**src/rtl/chess_clock_pkg.sv**
```systemverilog
// Shared types and constants for the chess clock game sequencer.
package chess_clock_pkg;

  typedef enum logic [2:0] {
    ST_IDLE  = 3'd0,
    ST_RUN_A = 3'd1,
    ST_RUN_B = 3'd2,
    ST_PAUSE = 3'd3,
    ST_OVER  = 3'd4
  } ctrl_state_t;

  localparam logic PLAYER_A = 1'b0;
  localparam logic PLAYER_B = 1'b1;

  localparam logic [1:0] STOP_ALL   = 2'b11;
  localparam logic [1:0] STOP_RUN_A = 2'b10;
  localparam logic [1:0] STOP_RUN_B = 2'b01;

  function automatic logic [1:0] stop_for(input ctrl_state_t s);
    logic [1:0] r;
    case (s)
      ST_RUN_A: r = STOP_RUN_A;
      ST_RUN_B: r = STOP_RUN_B;
      default:  r = STOP_ALL;
    endcase
    return r;
  endfunction

endpackage

```
**src/rtl/counter_dec_2w.sv**
```systemverilog
// Two-digit BCD up/down counter; synchronous reset loads i_count.
module counter_dec_2w (
  input  logic            i_clk,
  input  logic            i_rst,
  input  logic            i_plus,
  input  logic            i_minus,
  input  logic [1:0][3:0] i_count,
  output logic [1:0][3:0] o_count
);

  logic [1:0][3:0] count_q;
  logic [1:0][3:0] count_d;

  always_comb begin
    count_d = count_q;
    if (i_plus && !i_minus) begin
      if (count_q[0] == 4'd9) begin
        count_d[0] = 4'd0;
        count_d[1] = (count_q[1] == 4'd9) ? 4'd0 : count_q[1] + 4'd1;
      end else begin
        count_d[0] = count_q[0] + 4'd1;
      end
    end else if (i_minus && !i_plus) begin
      if (count_q[0] == 4'd0) begin
        count_d[0] = 4'd9;
        count_d[1] = (count_q[1] == 4'd0) ? 4'd9 : count_q[1] - 4'd1;
      end else begin
        count_d[0] = count_q[0] - 4'd1;
      end
    end else begin
      count_d = count_q;
    end
  end

  always_ff @(posedge i_clk) begin
    if (i_rst) count_q <= i_count;
    else       count_q <= count_d;
  end

  assign o_count = count_q;

endmodule

```
**src/rtl/chess_clock_ctrl.sv**
```systemverilog
// Two-player chess clock game sequencer: turn handling, pause, flag fall,
// reload pulses and a saturating BCD move counter.
module chess_clock_ctrl
  import chess_clock_pkg::*;
#(
  parameter int unsigned p_first    = 0,
  parameter int unsigned p_move_max = 99
) (
  input  logic            i_clk,
  input  logic            i_rst,
  input  logic            i_start,
  input  logic            i_pause,
  input  logic [1:0]      i_turn,
  input  logic [1:0]      i_zero,
  output logic [1:0]      o_stop,
  output logic [1:0]      o_win,
  output logic            o_reload,
  output logic [2:0]      o_state,
  output logic [1:0][3:0] o_moves
);

  localparam logic        FIRST      = (p_first != 0) ? PLAYER_B : PLAYER_A;
  localparam ctrl_state_t RUN_FIRST  = (p_first != 0) ? ST_RUN_B : ST_RUN_A;
  localparam logic [3:0]  MAX_TENS   = 4'(p_move_max / 10);
  localparam logic [3:0]  MAX_UNITS  = 4'(p_move_max % 10);

  ctrl_state_t     state_q, state_d;
  logic            side_q, side_d;
  logic [1:0]      win_q, win_d;
  logic [1:0]      stop_q, stop_d;
  logic            reload_q, reload_d;
  logic            boot_q;
  logic            on_move_s;
  logic            abort_s;
  logic            move_done_s;
  logic            count_plus_s;
  logic            count_clr_s;
  logic [1:0][3:0] moves_s;

  assign on_move_s = (state_q == ST_RUN_B) ? PLAYER_B : PLAYER_A;

  always_comb begin
    state_d     = state_q;
    side_d      = side_q;
    win_d       = win_q;
    abort_s     = 1'b0;
    move_done_s = 1'b0;
    case (state_q)
      ST_IDLE: begin
        if (i_start) state_d = RUN_FIRST;
        else         state_d = state_q;
      end
      ST_RUN_A, ST_RUN_B: begin
        // A flag on the side to move also covers the both-zero case: the idle side wins.
        if (i_start) begin
          state_d = ST_IDLE;
          abort_s = 1'b1;
        end else if (i_zero[on_move_s]) begin
          state_d = ST_OVER;
          win_d   = (on_move_s == PLAYER_A) ? 2'b10 : 2'b01;
        end else if (i_pause) begin
          state_d = ST_PAUSE;
          side_d  = on_move_s;
        end else if (i_turn[on_move_s]) begin
          state_d     = (on_move_s == PLAYER_A) ? ST_RUN_B : ST_RUN_A;
          move_done_s = (on_move_s != FIRST);
        end else begin
          state_d = state_q;
        end
      end
      ST_PAUSE: begin
        if (i_start) begin
          state_d = ST_IDLE;
          abort_s = 1'b1;
        end else if (i_pause) begin
          state_d = (side_q == PLAYER_B) ? ST_RUN_B : ST_RUN_A;
        end else begin
          state_d = state_q;
        end
      end
      ST_OVER: begin
        if (i_start) begin
          state_d = ST_IDLE;
          abort_s = 1'b1;
          win_d   = 2'b00;
        end else begin
          win_d = win_q;
        end
      end
      default: state_d = ST_IDLE;
    endcase
    reload_d = boot_q | abort_s;
    stop_d   = stop_for(state_d);
  end

  always_ff @(posedge i_clk) begin
    if (i_rst) begin
      state_q  <= ST_IDLE;
      side_q   <= PLAYER_A;
      win_q    <= 2'b00;
      stop_q   <= STOP_ALL;
      reload_q <= 1'b0;
      boot_q   <= 1'b1;
    end else begin
      state_q  <= state_d;
      side_q   <= side_d;
      win_q    <= win_d;
      stop_q   <= stop_d;
      reload_q <= reload_d;
      boot_q   <= 1'b0;
    end
  end

  assign count_plus_s = move_done_s && !((moves_s[1] == MAX_TENS) && (moves_s[0] == MAX_UNITS));
  assign count_clr_s  = i_rst | abort_s;

  counter_dec_2w u_moves (
    .i_clk   (i_clk),
    .i_rst   (count_clr_s),
    .i_plus  (count_plus_s),
    .i_minus (1'b0),
    .i_count ({4'd0, 4'd0}),
    .o_count (moves_s)
  );

  assign o_stop   = stop_q;
  assign o_win    = win_q;
  assign o_reload = reload_q;
  assign o_state  = state_q;
  assign o_moves  = moves_s;

endmodule

```
**config.mk**
```make
export PLATFORM = sky130hd
export DESIGN_NAME = chess_clock_ctrl
export DESIGN_NICKNAME = d
export VERILOG_FILES = /design/src/rtl/chess_clock_pkg.sv /design/src/rtl/counter_dec_2w.sv /design/src/rtl/chess_clock_ctrl.sv
export SDC_FILE = /design/constraint.sdc
export NUM_CORES = 1
export LEC_CHECK = 0
export BUFFER_PORTS_ARGS = -buffer_cell sky130_fd_sc_hd__buf_4
export CORE_AREA = 2 2 49 51
export DETAILED_ROUTE_END_ITERATION = 6
export DIE_AREA = 0 0 51 53
export PLACE_DENSITY = 0.75
export SETUP_SLACK_MARGIN = 0.5
export SYNTH_ARGS = -nofsm -noshare
export SYNTH_HDL_FRONTEND = slang
export SYNTH_SLANG_ARGS = --single-unit
export TNS_END_PERCENT = 50
```
**constraint.sdc**
```tcl
create_clock -name i_clk -period 1.8 [get_ports i_clk]
set_input_delay 0.18 -clock i_clk [delete_from_list [all_inputs] [get_ports i_clk]]
set_output_delay 0.18 -clock i_clk [all_outputs]
set_load 0.02 [all_outputs]
```
# ---- Word level (Yosys, flattened, before mapping)
# Index checks and enable logic that the tools add are counted.
dict set report classes {
  bitwise 4
  n_mux 32
  n_addsub 2
  reduce_logical 10
  n_eq_ne 11
  order_cmp 1
}
# op count
set ops {}
lappend ops {{$mux 3} 8}
lappend ops {{$mux 1} 13}
lappend ops {{$mux 2} 6}
lappend ops {{$pmux 3 s4} 1}
lappend ops {{$eq 3x2->1 const B} 3}
lappend ops {{$add 4x1->4 const B} 2}
lappend ops {{$eq 4x4->1 const B} 2}
lappend ops {{$mux 4} 2}
lappend ops {{$pmux 2 s2} 2}
lappend ops {{$reduce_and 4->1} 2}
lappend ops {{$eq 3x1->1 const B} 2}
lappend ops {{$ne 2x2->1 const B} 3}
lappend ops {{$reduce_or 4->1} 1}
lappend ops {{$eq 3x3->1 const B} 1}
lappend ops {{$logic_not 3->1} 1}
lappend ops {{$logic_and 1x1->1} 2}
lappend ops {{$lt 1x2->1 const B} 1}
lappend ops {{$not 1->1} 2}
lappend ops {{$or 1x1->1} 2}
lappend ops {{$reduce_and 2->1} 1}
lappend ops {{$reduce_bool 2->1} 1}
lappend ops {{$reduce_or 2->1} 1}
lappend ops {{$logic_not 1->1} 1}
dict set report totals {
  input_bits 8
  output_inout_bits 16
  elab_cells 68
  register_bits 18
}

# ---- Longest topological paths before layout
# Gate-level depths: netlist of the first run.
dict set report depth {
  depth_word 11
  mapped_depth 5
  depth_no_buf 4
}

# ---- Hierarchy
# From an unflattened synthesis of the first run, not the netlist that was laid out.
dict set report unflattened {
  hier_cells 147
  hier_area_um2 1302.5
}
# module instances area_each_um2 cells_each
set modules_own_cells {}
lappend modules_own_cells {counter_dec_2w 1 673.1 75}
lappend modules_own_cells {chess_clock_ctrl 1 629.4 72}

# ---- Worst setup path after synthesis of the first run
# No wires, ideal clock.
dict set report synth_path {
  kind {reg-to-reg}
  start {register state_q[1], in the netlist o_state[1]}
  end {register stop_q[1], in the netlist o_stop[1]}
  n_path_buf 1
  stages_incl_launch_ff 6
  slack_ns -0.025
  period_less_slack_ns 1.825
  arrival_ns 1.691
  setup_time_ns 0.134
  required_time_ns 1.666
  cell_sequence {dfxtp_1 > buf_6 > and3b_1 > a311oi_1 > nor3_1 > or4b_1}
}
dict set report synth_via {
  elab_chain_len 11
}
# item line_no
set synth_rtl {}
lappend synth_rtl {{start: declaration} chess_clock_ctrl.sv:27} ;# ctrl_state_t state_q, state_d;
lappend synth_rtl {{start signal: assignment} chess_clock_ctrl.sv:105} ;# state_q <= state_d;
lappend synth_rtl {{$eq 3x2->1} {chess_clock_ctrl.sv:40, chess_clock_ctrl.sv:48}}
lappend synth_rtl {{$mux 1} chess_clock_ctrl.sv:40} ;# assign on_move_s = (state_q == ST_RUN_B) ? PLAYER_B : PLAYER_A;
lappend synth_rtl {{$mux 1 (not written as such) (2 in series)} chess_clock_ctrl.sv:64} ;# end else if (i_turn[on_move_s]) begin
lappend synth_rtl {{$mux 3} chess_clock_ctrl.sv:64}
lappend synth_rtl {{$mux 3} chess_clock_ctrl.sv:61} ;# end else if (i_pause) begin
lappend synth_rtl {{$mux 3} chess_clock_ctrl.sv:58} ;# end else if (i_zero[on_move_s]) begin
lappend synth_rtl {{$mux 3} chess_clock_ctrl.sv:55} ;# if (i_start) begin
lappend synth_rtl {{$pmux 3 s4 *} chess_clock_ctrl.sv:48} ;# case (state_q)
lappend synth_rtl {{$eq 3x2->1 / $eq 3x1->1 (equally long branches)} chess_clock_pkg.sv:21} ;# case (s)
lappend synth_rtl {{$pmux 2 s2 *} chess_clock_pkg.sv:21}
lappend synth_rtl {{end signal: assignment} chess_clock_ctrl.sv:108} ;# stop_q <= stop_d;
lappend synth_rtl {{end: declaration} chess_clock_ctrl.sv:30} ;# logic [1:0] stop_q, stop_d;
# Mark *: on every way between the ends. The rest lies on a longest branch, timed or not. The select of a mux whose other input is x is not followed.
# A chain may end at the register's enable or synchronous reset.

# ---- Final worst setup path of the first run
dict set report layout_path {
  start {register state_q[0], in the netlist o_state[0]}
  end {register stop_q[1], in the netlist o_stop[1]}
}
# The elaborated chain is that of the path after synthesis.

==> flow_metrics.tcl, run 1 <==
set metrics [dict create \
    hp-class "in2reg" \
    root_buffer "clkbuf_4" \
    viasPerCell 5.44 \
    die_w_um 51 \
    clock_sinks 18 \
    crit_slowest_cell "or4b_1" \
    die_h_um 53 \
    setup_violations 0 \
    fin_worst_skew_ps 4.81 \
    max_stage_delay_ps 440 \
    syn_to_final_growth_pct 46.7 \
    status "finished clean" \
    whs_ps 96.1 \
    setup.worst_path.end_class "register" \
    dp_hpwl_um 1540 \
    max-slew-margin-rel_pct 70.3 \
    slew_viol_final 0 \
    critPathKind "reg2reg" \
    layout.nets 165 \
    grt_start_max_net_pins 14 \
    worstPathMaxFanout 6 \
    cp-start-kind "register" \
    core_mm2 0.00215 \
    clkTransAtPathRegs_ps 100 \
    start_util_pct 45.1 \
    p_per_area_mw_per_mm2 532 \
    period_share_pct 90.5 \
    ctsHoldBuffers 0 \
    yosysSeqAreaShare_pct 37.2 \
    ios 24 \
    syn_avg_cell_area_um2 8.82 \
    fmax_mhz 614 \
    synth_area_um2 970 \
    numCtsBuffers 3 \
    period_needed_ps 1630 \
    clkLatencyLatePin_ps 290 \
    ir_drop_uv 476 \
    port_buffers 23 \
    num_rows 17 \
    routabilityCongestion 0.765 \
    grt_overflow_total 0 \
    n_antenna_cell 0 \
    drtAntennaViolNets 0 \
    vias 1001 \
    final_layout_size_suffix_gt1_share_pct 46.8 \
    grt_pass1_vias 963 \
    drv_cap 0 \
    crit_chain "and4bb_2, a211o_1, a21oi_2, or4b_1" \
    syn_inst 110 \
    yosysWarnings 0 \
    wl_um 2350 \
    grt_antenna_before_repair 0 \
    power.total_mw 0.757 \
    htree_levels 1 \
    clock_path_buffers 2 \
    p_leak_nw 0.587 \
    setup_tns_ps 0 \
    cp_data_required_time_ps 1970 \
    firstDrtPassIters 4 \
    drcViolationCount 0 \
    worstPathArrival_ps 1800 \
    dieArea_mm2 0.00270 \
    synth_seq_cells 18 \
    hold_violations 0 \
    grt_setup_unrepaired "yes" \
    cts_tree "done" \
    grt_pass1_wl_um 4060 \
    drt_iter0_drc 10 \
    syn-num-nets 118 \
    post_drt_wl_per_cell_um 12.8 \
    tightestPinTransition_ps 444 \
    synthDistinctLibCells 42 \
    grt_usage_pct 19.9 \
]
metrics by stage:
stage,instance area [um2],instances,utilization (%),setup slack [ps]
floorplan,1010,110,-,160
global placement,1190,158,55.5,195
detailed placement,1190,158,55.5,149
CTS,1400,182,65.3,194
global route,1420,184,66.2,108
finish,1420,184,66.2,170
cell families (layout without fill, tap and decap cells):
kind of cell | count (synthesis) | in the layout | synth area share, %
xor gates and xnor gates | 2 | 2 | 1.81
DFF | 18 | 18 | 37.2
and+or+nand+nor | 51 | 51 | 33.9
AOI/OAI and AO/OA | 29 | 29 | 21.4
buffers and inverters | 10 | 56 | 5.68
layout by cell type, fill, tap and decap left out, types with 2 or more instances in the layout:
cell / Yosys / final
a31oi_1: 2 / 2
or3_1: 2 / 2
buf_6: 2 / 3
nand2b_1: 2 / 2
a21oi_1: 9 / 6
nand2_1: 10 / 10
buf_4: 0 / 44
dfxtp_1: 18 / 13
clkbuf_4: 0 / 3
nor3b_1: 3 / 3
dfxtp_2: 0 / 2
nor4b_1: 2 / 2
a31o_2: 2 / 2
nor4bb_2: 0 / 2
a211o_1: 2 / 2
nor2_1: 9 / 9
xor2_1: 2 / 2
or3b_2: 2 / 2
nand3_1: 2 / 2
nor3_1: 2 / 2
dfxtp_4: 0 / 3
o21ai_0: 4 / 3
inv_1: 5 / 4
nand4_1: 2 / 2
a21oi_2: 0 / 3
nor2b_1: 4 / 4
layout make-up:
type | instances | area (um2)
Multi-Input combinational cell | 82 | 604
Sequential cell | 18 | 374
Fill cell | 184 | 726
Tap cell | 28 | 35.0
Timing Repair Buffer | 47 | 364
Inverter | 5 | 18.8
Clock buffer | 4 | 26.3
Yosys cell counts (all sizes together):
cell     count  area share, %
nor3b        3            2.3
or4          1           0.77
dfxtp       18             37
nor3         2            1.0
inv          5            1.9
a211oi       1           0.77
and2         1           0.65
and4bb       1            1.3
nor4b        3            4.3
a22oi        1           0.77
and3b        1           0.90
nor4bb       2            2.1
nand2       10            3.9
nor2         9            3.5
or4b         1            1.0
nor2b        4            2.6
o21ai        4            2.1
nand3        2            1.0
or3          3            2.5
o2111ai      1           0.90
or3b         2            1.8
nand4bb      1            1.2
a311oi       1           0.90
buf          4            3.4
a31oi        2            1.3
xor2         2            1.8
nand2b       2            1.3
a211o        2            1.8
a41o         1            1.0
nor4         1           0.65
a21oi        9            4.6
o21a         1           0.77
a31o         3            3.6
clkbuf       1           0.39
o211ai       1           0.77
o2111a       1            1.2
o31a         1           0.90
nand4        2            1.3
state kept, by name, summed over array words and instances, names as in the netlist:
name	cells
o_state	3
o_reload	1
o_win	2
side_q	1
o_stop	2
boot_q	1
u_moves.o_count	8
power breakdown:
group	switching, mW	leakage [nW]	total (mW)	internal [mW]
clock	0.119	0.0150	0.205	0.0860
combinational	0.0672	0.422	0.140	0.0725
sequential	0.00803	0.150	0.413	0.405
total	0.194	0.587	0.757	0.563
critical path: cells and delay by family, from the launching register on:
kind	cells	cell delay [ps]
compound gates	2	420
flops	1	400
simple gates	2	700
final timing paths:
| check | cells past startpoint | endpoint | startpoint | slack, ps |
|---|---|---|---|---|
| worst min register to register | 2 | o_reload$_SDFF_PP0_ | boot_q$_DFF_P_ | 460 |
| worst max register to register | 4 | o_stop[1]$_SDFF_PP1_ | o_state[0]$_SDFF_PP0_ | 170 |
| worst max-delay path | 4 | o_stop[1]$_SDFF_PP1_ | o_state[0]$_SDFF_PP0_ | 170 |
| worst min-delay path | 1 | boot_q$_DFF_P_ | i_rst | 100 |
per-layer routing:
metal	vias up	track usage [%]	routed length [um]
li1	505	-	-
met1	471	21.9	1010
met2	21	35.3	1210
met3	4	3.95	80
met4	0	12.2	44
met5	-	0	0
timing repair:
action,4_1_cts,5_1_grt
setup buffers,20,2
pin swaps,12,5
setup endpoints to repair,11,15
resized for setup,11,3
(Power assumes the default switching activity.)
==> run 2: changes to the inputs <==
==> constraint.sdc (replaced) <==
create_clock -name i_clk -period 1.8 [get_ports i_clk]
set_input_delay 0.18 -clock i_clk [delete_from_list [all_inputs] [get_ports i_clk]]
set_output_delay 0.18 -clock i_clk [all_outputs]
set_load 0.1 [all_outputs]
==> run 2 against run 1 <==
Against the previous run: via count grew 1.3%; clock power increased by 24%; cell count down 1.1%; die area unchanged; fmax grew 0.89%; highest routed layer unchanged.
==> flow_metrics.tcl, run 2 (synthesis results as in run 1) <==
set metrics [dict create \
    max-slew-margin-rel_pct 68.9 \
    dieArea_mm2 0.00270 \
    drt_iter0_drc 16 \
    dpl.cell_count 159 \
    p_leak_nw 0.601 \
    fin_worst_skew_ps 3.29 \
    min_from "i_rst" \
    worstHoldEndpoint "boot_q$_DFF_P_" \
    period_needed_ps 1620 \
    slew_viol_final 0 \
    dpl_cell_area_mm2 0.00122 \
    rr_worst_depth 5 \
    pre_cts_ws_ps 150 \
    final_layout_size_suffix_gt1_share_pct 52.6 \
    cp_data_required_time_ps 1980 \
    ctsHoldBuffers 0 \
    htree_levels 1 \
    die_h_um 53 \
    status "finished clean" \
    tightestPinTransition_ps 465 \
    finalNonFillerCells 182 \
    grt_pass1_wl_um 3860 \
    n_antenna_cell 0 \
    drcViolationCount 0 \
    regToRegStartpoint "o_state[0]$_SDFF_PP0_" \
    layout_setup_ws_ps 184 \
    post_drt_wl_per_cell_um 13.8 \
    period_share_pct 89.8 \
    worstPathArrival_ps 1800 \
    grt_antenna_before_repair 0 \
    start_util_pct 45.1 \
    fmax_mhz 619 \
    layout.nets 163 \
    clkLatencyLatePin_ps 300 \
    clkTransAtPathRegs_ps 100 \
    hp-class "in2reg" \
    num_rows 17 \
    setup_violations 0 \
    power.total_mw 0.847 \
    drtAntennaViolNets 0 \
    whs_ps 93.4 \
    largest_register_ffs 8 \
    p_per_area_mw_per_mm2 576 \
    r2r_setup_slack_ps 180 \
    core_mm2 0.00215 \
    grt_overflow_total 0 \
    dp_hpwl_um 1540 \
    hold_violations 0 \
    worstPathMaxFanout 7 \
    firstDrtPassIters 4 \
    cts_tree "done" \
    viasPerCell 5.57 \
    setup_tns_ps 0 \
    cp-start-kind "register" \
    r2r-end "o_stop[1]$_SDFF_PP1_" \
    ir_drop_uv 416 \
    critPathKind "reg2reg" \
    numCtsBuffers 3 \
    ios 24 \
    root_buffer "clkbuf_4" \
    clock_sinks 18 \
    setup.worst_path.end_class "register" \
    mostFrequentLayoutCell "buf_4" \
    whs_path_depth 1 \
    vias 1014 \
    grt_pass1_vias 922 \
    final_cell_mix "38 x buf_4, 10 x nand2_1, 9 x nor2_1" \
    syn_to_final_growth_pct 51.6 \
    grt_usage_pct 18.9 \
    port_buffers 23 \
    clock_path_buffers 2 \
    grt_setup_unrepaired "yes" \
    drv_cap 0 \
    die_w_um 51 \
    fin_area_mm2 0.00147 \
    routabilityCongestion 0.807 \
    utilization_pct 68.4 \
    wl_um 2520 \
    grt_start_max_net_pins 14 \
]
[run 2: cell count changes in the layout (fill, tap and decap cells not counted), moves of 2 or more]
cell	change
a21oi_2	+2
buf_4	-6
buf_6	+4
a21oi_1	-2
dfxtp_4	+5
dfxtp_1	-6
[run 2: final cells by class]
type | count | area [um2]
well taps | 28 | 35.0
fillers | 174 | 678
repair buffers | 45 | 364
multi-input cells | 82 | 622
flip-flops and latches | 18 | 394
clock buffers | 4 | 36.3
inverters | 5 | 18.8
[run 2: what timing repair did]
action,in CTS,in global routing
setup endpoints to repair,10,16
gates resized for setup,7,17
buffers inserted,12,7
pin swaps,2,12
[run 2: routing by layer]
layer,part of all wire [%],GRT usage (%),vias to the layer above
met5,0,0,-
met4,1.7,6.76,0
met3,4.8,3.39,6
met2,51,35.1,28
met1,43,21.5,482
li1,-,-,498
[run 2: worst max path at each step]
stage,from,endpoint,cells past startpoint
after global placement,o_state[0]$_SDFF_PP0_,o_stop[1]$_SDFF_PP1_,4
after detailed placement,o_state[0]$_SDFF_PP0_,o_stop[1]$_SDFF_PP1_,4
after CTS,o_state[1]$_SDFF_PP0_,o_stop[1]$_SDFF_PP1_,4
after global routing,o_state[0]$_SDFF_PP0_,o_stop[1]$_SDFF_PP1_,4
final,o_state[0]$_SDFF_PP0_,o_stop[1]$_SDFF_PP1_,5
after floorplan,o_state[2]$_SDFF_PP0_,o_stop[1]$_SDFF_PP1_,5
[run 2: critical path: stages (launching register included)]
cell     delay, ps
dfxtp_4        390
buf_6          130
buf_4          130
a211o_1        260
a21oi_2        150
or4b_1         440
[run 2: where the power goes]
part	switching (mW)	total, mW	leakage (nW)	internal (mW)
registers	0.00848	0.406	0.154	0.397
logic	0.115	0.186	0.425	0.0711
clock network	0.132	0.255	0.0210	0.123
==> run 3: changes to the inputs <==
--- a/config.mk
+++ b/config.mk
@@ -6,6 +6,7 @@
 export NUM_CORES = 1
 export LEC_CHECK = 0
 export BUFFER_PORTS_ARGS = -buffer_cell sky130_fd_sc_hd__buf_4
+export CAP_MARGIN = 20
 export CORE_AREA = 2 2 49 51
 export DETAILED_ROUTE_END_ITERATION = 6
 export DIE_AREA = 0 0 51 53
==> constraint.sdc (replaced) <==
create_clock -name i_clk -period 1.8 [get_ports i_clk]
set_input_delay 0.18 -clock i_clk [delete_from_list [all_inputs] [get_ports i_clk]]
set_output_delay 0.18 -clock i_clk [all_outputs]
set_load 0.005 [all_outputs]
==> run 3 against run 2 <==
Against the previous run: register-to-register slack is essentially flat; flip-flop and latch count is the same; wire length grew 3.1%; critical path type unchanged.
==> flow_metrics.tcl, run 3 (synthesis results as in run 1) <==
set metrics [dict create \
    status "finished clean" \
    vias 1016 \
    dpl_cell_area_mm2 0.00119 \
    worstPathArrival_ps 1810 \
    drtAntennaViolNets 0 \
    setup.worst_path.end_class "register" \
    final_cell_mix "41 x buf_4, 11 x dfxtp_1, 9 x nor2_1, 9 x nand2_1, 6 x a21oi_1" \
    die_w_um 51 \
    routabilityCongestion 0.823 \
    fin_worst_skew_ps 1.74 \
    wl_um 2590 \
    grt_pass1_vias 952 \
    dpl.cell_count 159 \
    root_buffer "clkbuf_4" \
    grt_pass1_wl_um 4220 \
    grt_antenna_before_repair 0 \
    post_drt_wl_per_cell_um 14.5 \
    grt_setup_unrepaired "yes" \
    multiInputGateArea_um2 618 \
    die_h_um 53 \
    drt_iter0_drc 22 \
    viasPerCell 5.68 \
    power.total_mw 0.784 \
    core_mm2 0.00215 \
    worstPathMaxFanout 11 \
    ios 24 \
    clock_path_buffers 2 \
    fill_cells 170 \
    dp_hpwl_um 1530 \
    num_rows 17 \
    p_leak_nw 0.581 \
    fin_area_mm2 0.00140 \
    layout.nets 160 \
    clock_sinks 18 \
    hp-class "in2reg" \
    numCtsBuffers 3 \
    n_antenna_cell 0 \
    critPathKind "reg2reg" \
    setup_violations 0 \
    drv_cap 0 \
    mostFrequentLayoutCell "buf_4" \
    htree_levels 1 \
    crit_start "o_state[0]$_SDFF_PP0_" \
    ctsHoldBuffers 0 \
    cp_data_required_time_ps 2000 \
    clkTransAtPathRegs_ps 110 \
    start_util_pct 45.1 \
    grt_start_max_net_pins 14 \
    drcViolationCount 0 \
    grt_overflow_total 0 \
    slew_viol_final 0 \
    regToRegStartpoint "o_state[0]$_SDFF_PP0_" \
    max-slew-margin-rel_pct 69.3 \
    cts_tree "done" \
    ir_drop_uv 629 \
    finalNonFillerCells 179 \
    syn_to_final_growth_pct 44.8 \
    p_per_area_mw_per_mm2 558 \
    period_share_pct 89.6 \
    firstDrtPassIters 4 \
    min_from "i_rst" \
    hold_violations 0 \
    grt_usage_pct 21.3 \
    final_layout_size_suffix_gt1_share_pct 47.7 \
    dieArea_mm2 0.00270 \
    pre_cts_ws_ps 104 \
    tightestPinTransition_ps 454 \
    clkLatencyLatePin_ps 310 \
    port_buffers 23 \
    layout_setup_ws_ps 187 \
    largest_register_ffs 8 \
    fmax_mhz 620 \
    setup_tns_ps 0 \
    cp-start-kind "register" \
    period_needed_ps 1610 \
    seq_area_um2 377 \
]
==> run 3: changes by cell type in the layout (fill, tap and decap cells not counted), sizes merged <==
cell	change
buf	-3
==> run 3: path summary, 6_finish.rpt <==
| kind | slack [ps] | depth (start not counted) | to |
|---|---|---|---|
| worst min register to register | 460 | 2 | o_reload$_SDFF_PP0_ |
| worst min-delay path | 80 | 1 | boot_q$_DFF_P_ |
| worst max register to register | 190 | 4 | o_stop[1]$_SDFF_PP1_ |
| worst max-delay path | 190 | 4 | o_stop[1]$_SDFF_PP1_ |
==> run 3: final cells by class <==
class                   instances  area share [%]
multi-input cells              82            44.0
flip-flops and latches         18            26.8
repair buffers                 42            22.7
clock buffers                   4            2.58
well taps                      28            2.50
inverters                       5            1.34
==> run 3: metal layers <==
| layer | track usage, % | wire length (um) | vias up | part of all wire [%] |
|---|---|---|---|---|
| met5 | 0 | 0 | - | 0 |
| met4 | 13.1 | 92 | 0 | 3.5 |
| met3 | 5.37 | 154 | 10 | 5.9 |
| met2 | 38.7 | 1340 | 42 | 52 |
| met1 | 21.9 | 1010 | 471 | 39 |
| li1 | - | - | 493 | - |
==> run 3: metrics by stage <==
step	hold slack, ps	util, %
floorplan	208	-
global placement	398	55.3
detailed placement	401	55.3
CTS	73.9	64.1
global route	73.4	65.3
finish	79.1	65.3
==> run 3: worst max-delay path: stages (launching register included) <==
cell	delay, ps
dfxtp_4	430
and4bb_2	260
a211o_1	230
a21oi_2	140
or4b_1	430
==> run 3: timing repair <==
item / in CTS / in global routing
setup buffers: 15 / 1
endpoints found under the setup margin: 13 / 15
gates resized for setup: 12 / 5
pin swaps: 8 / 4
==> run 3: report_power, final <==
group          total [mW]  switching (mW)  internal (mW)
logic               0.108          0.0527         0.0558
clock network       0.261           0.137          0.124
registers           0.414         0.00972          0.405
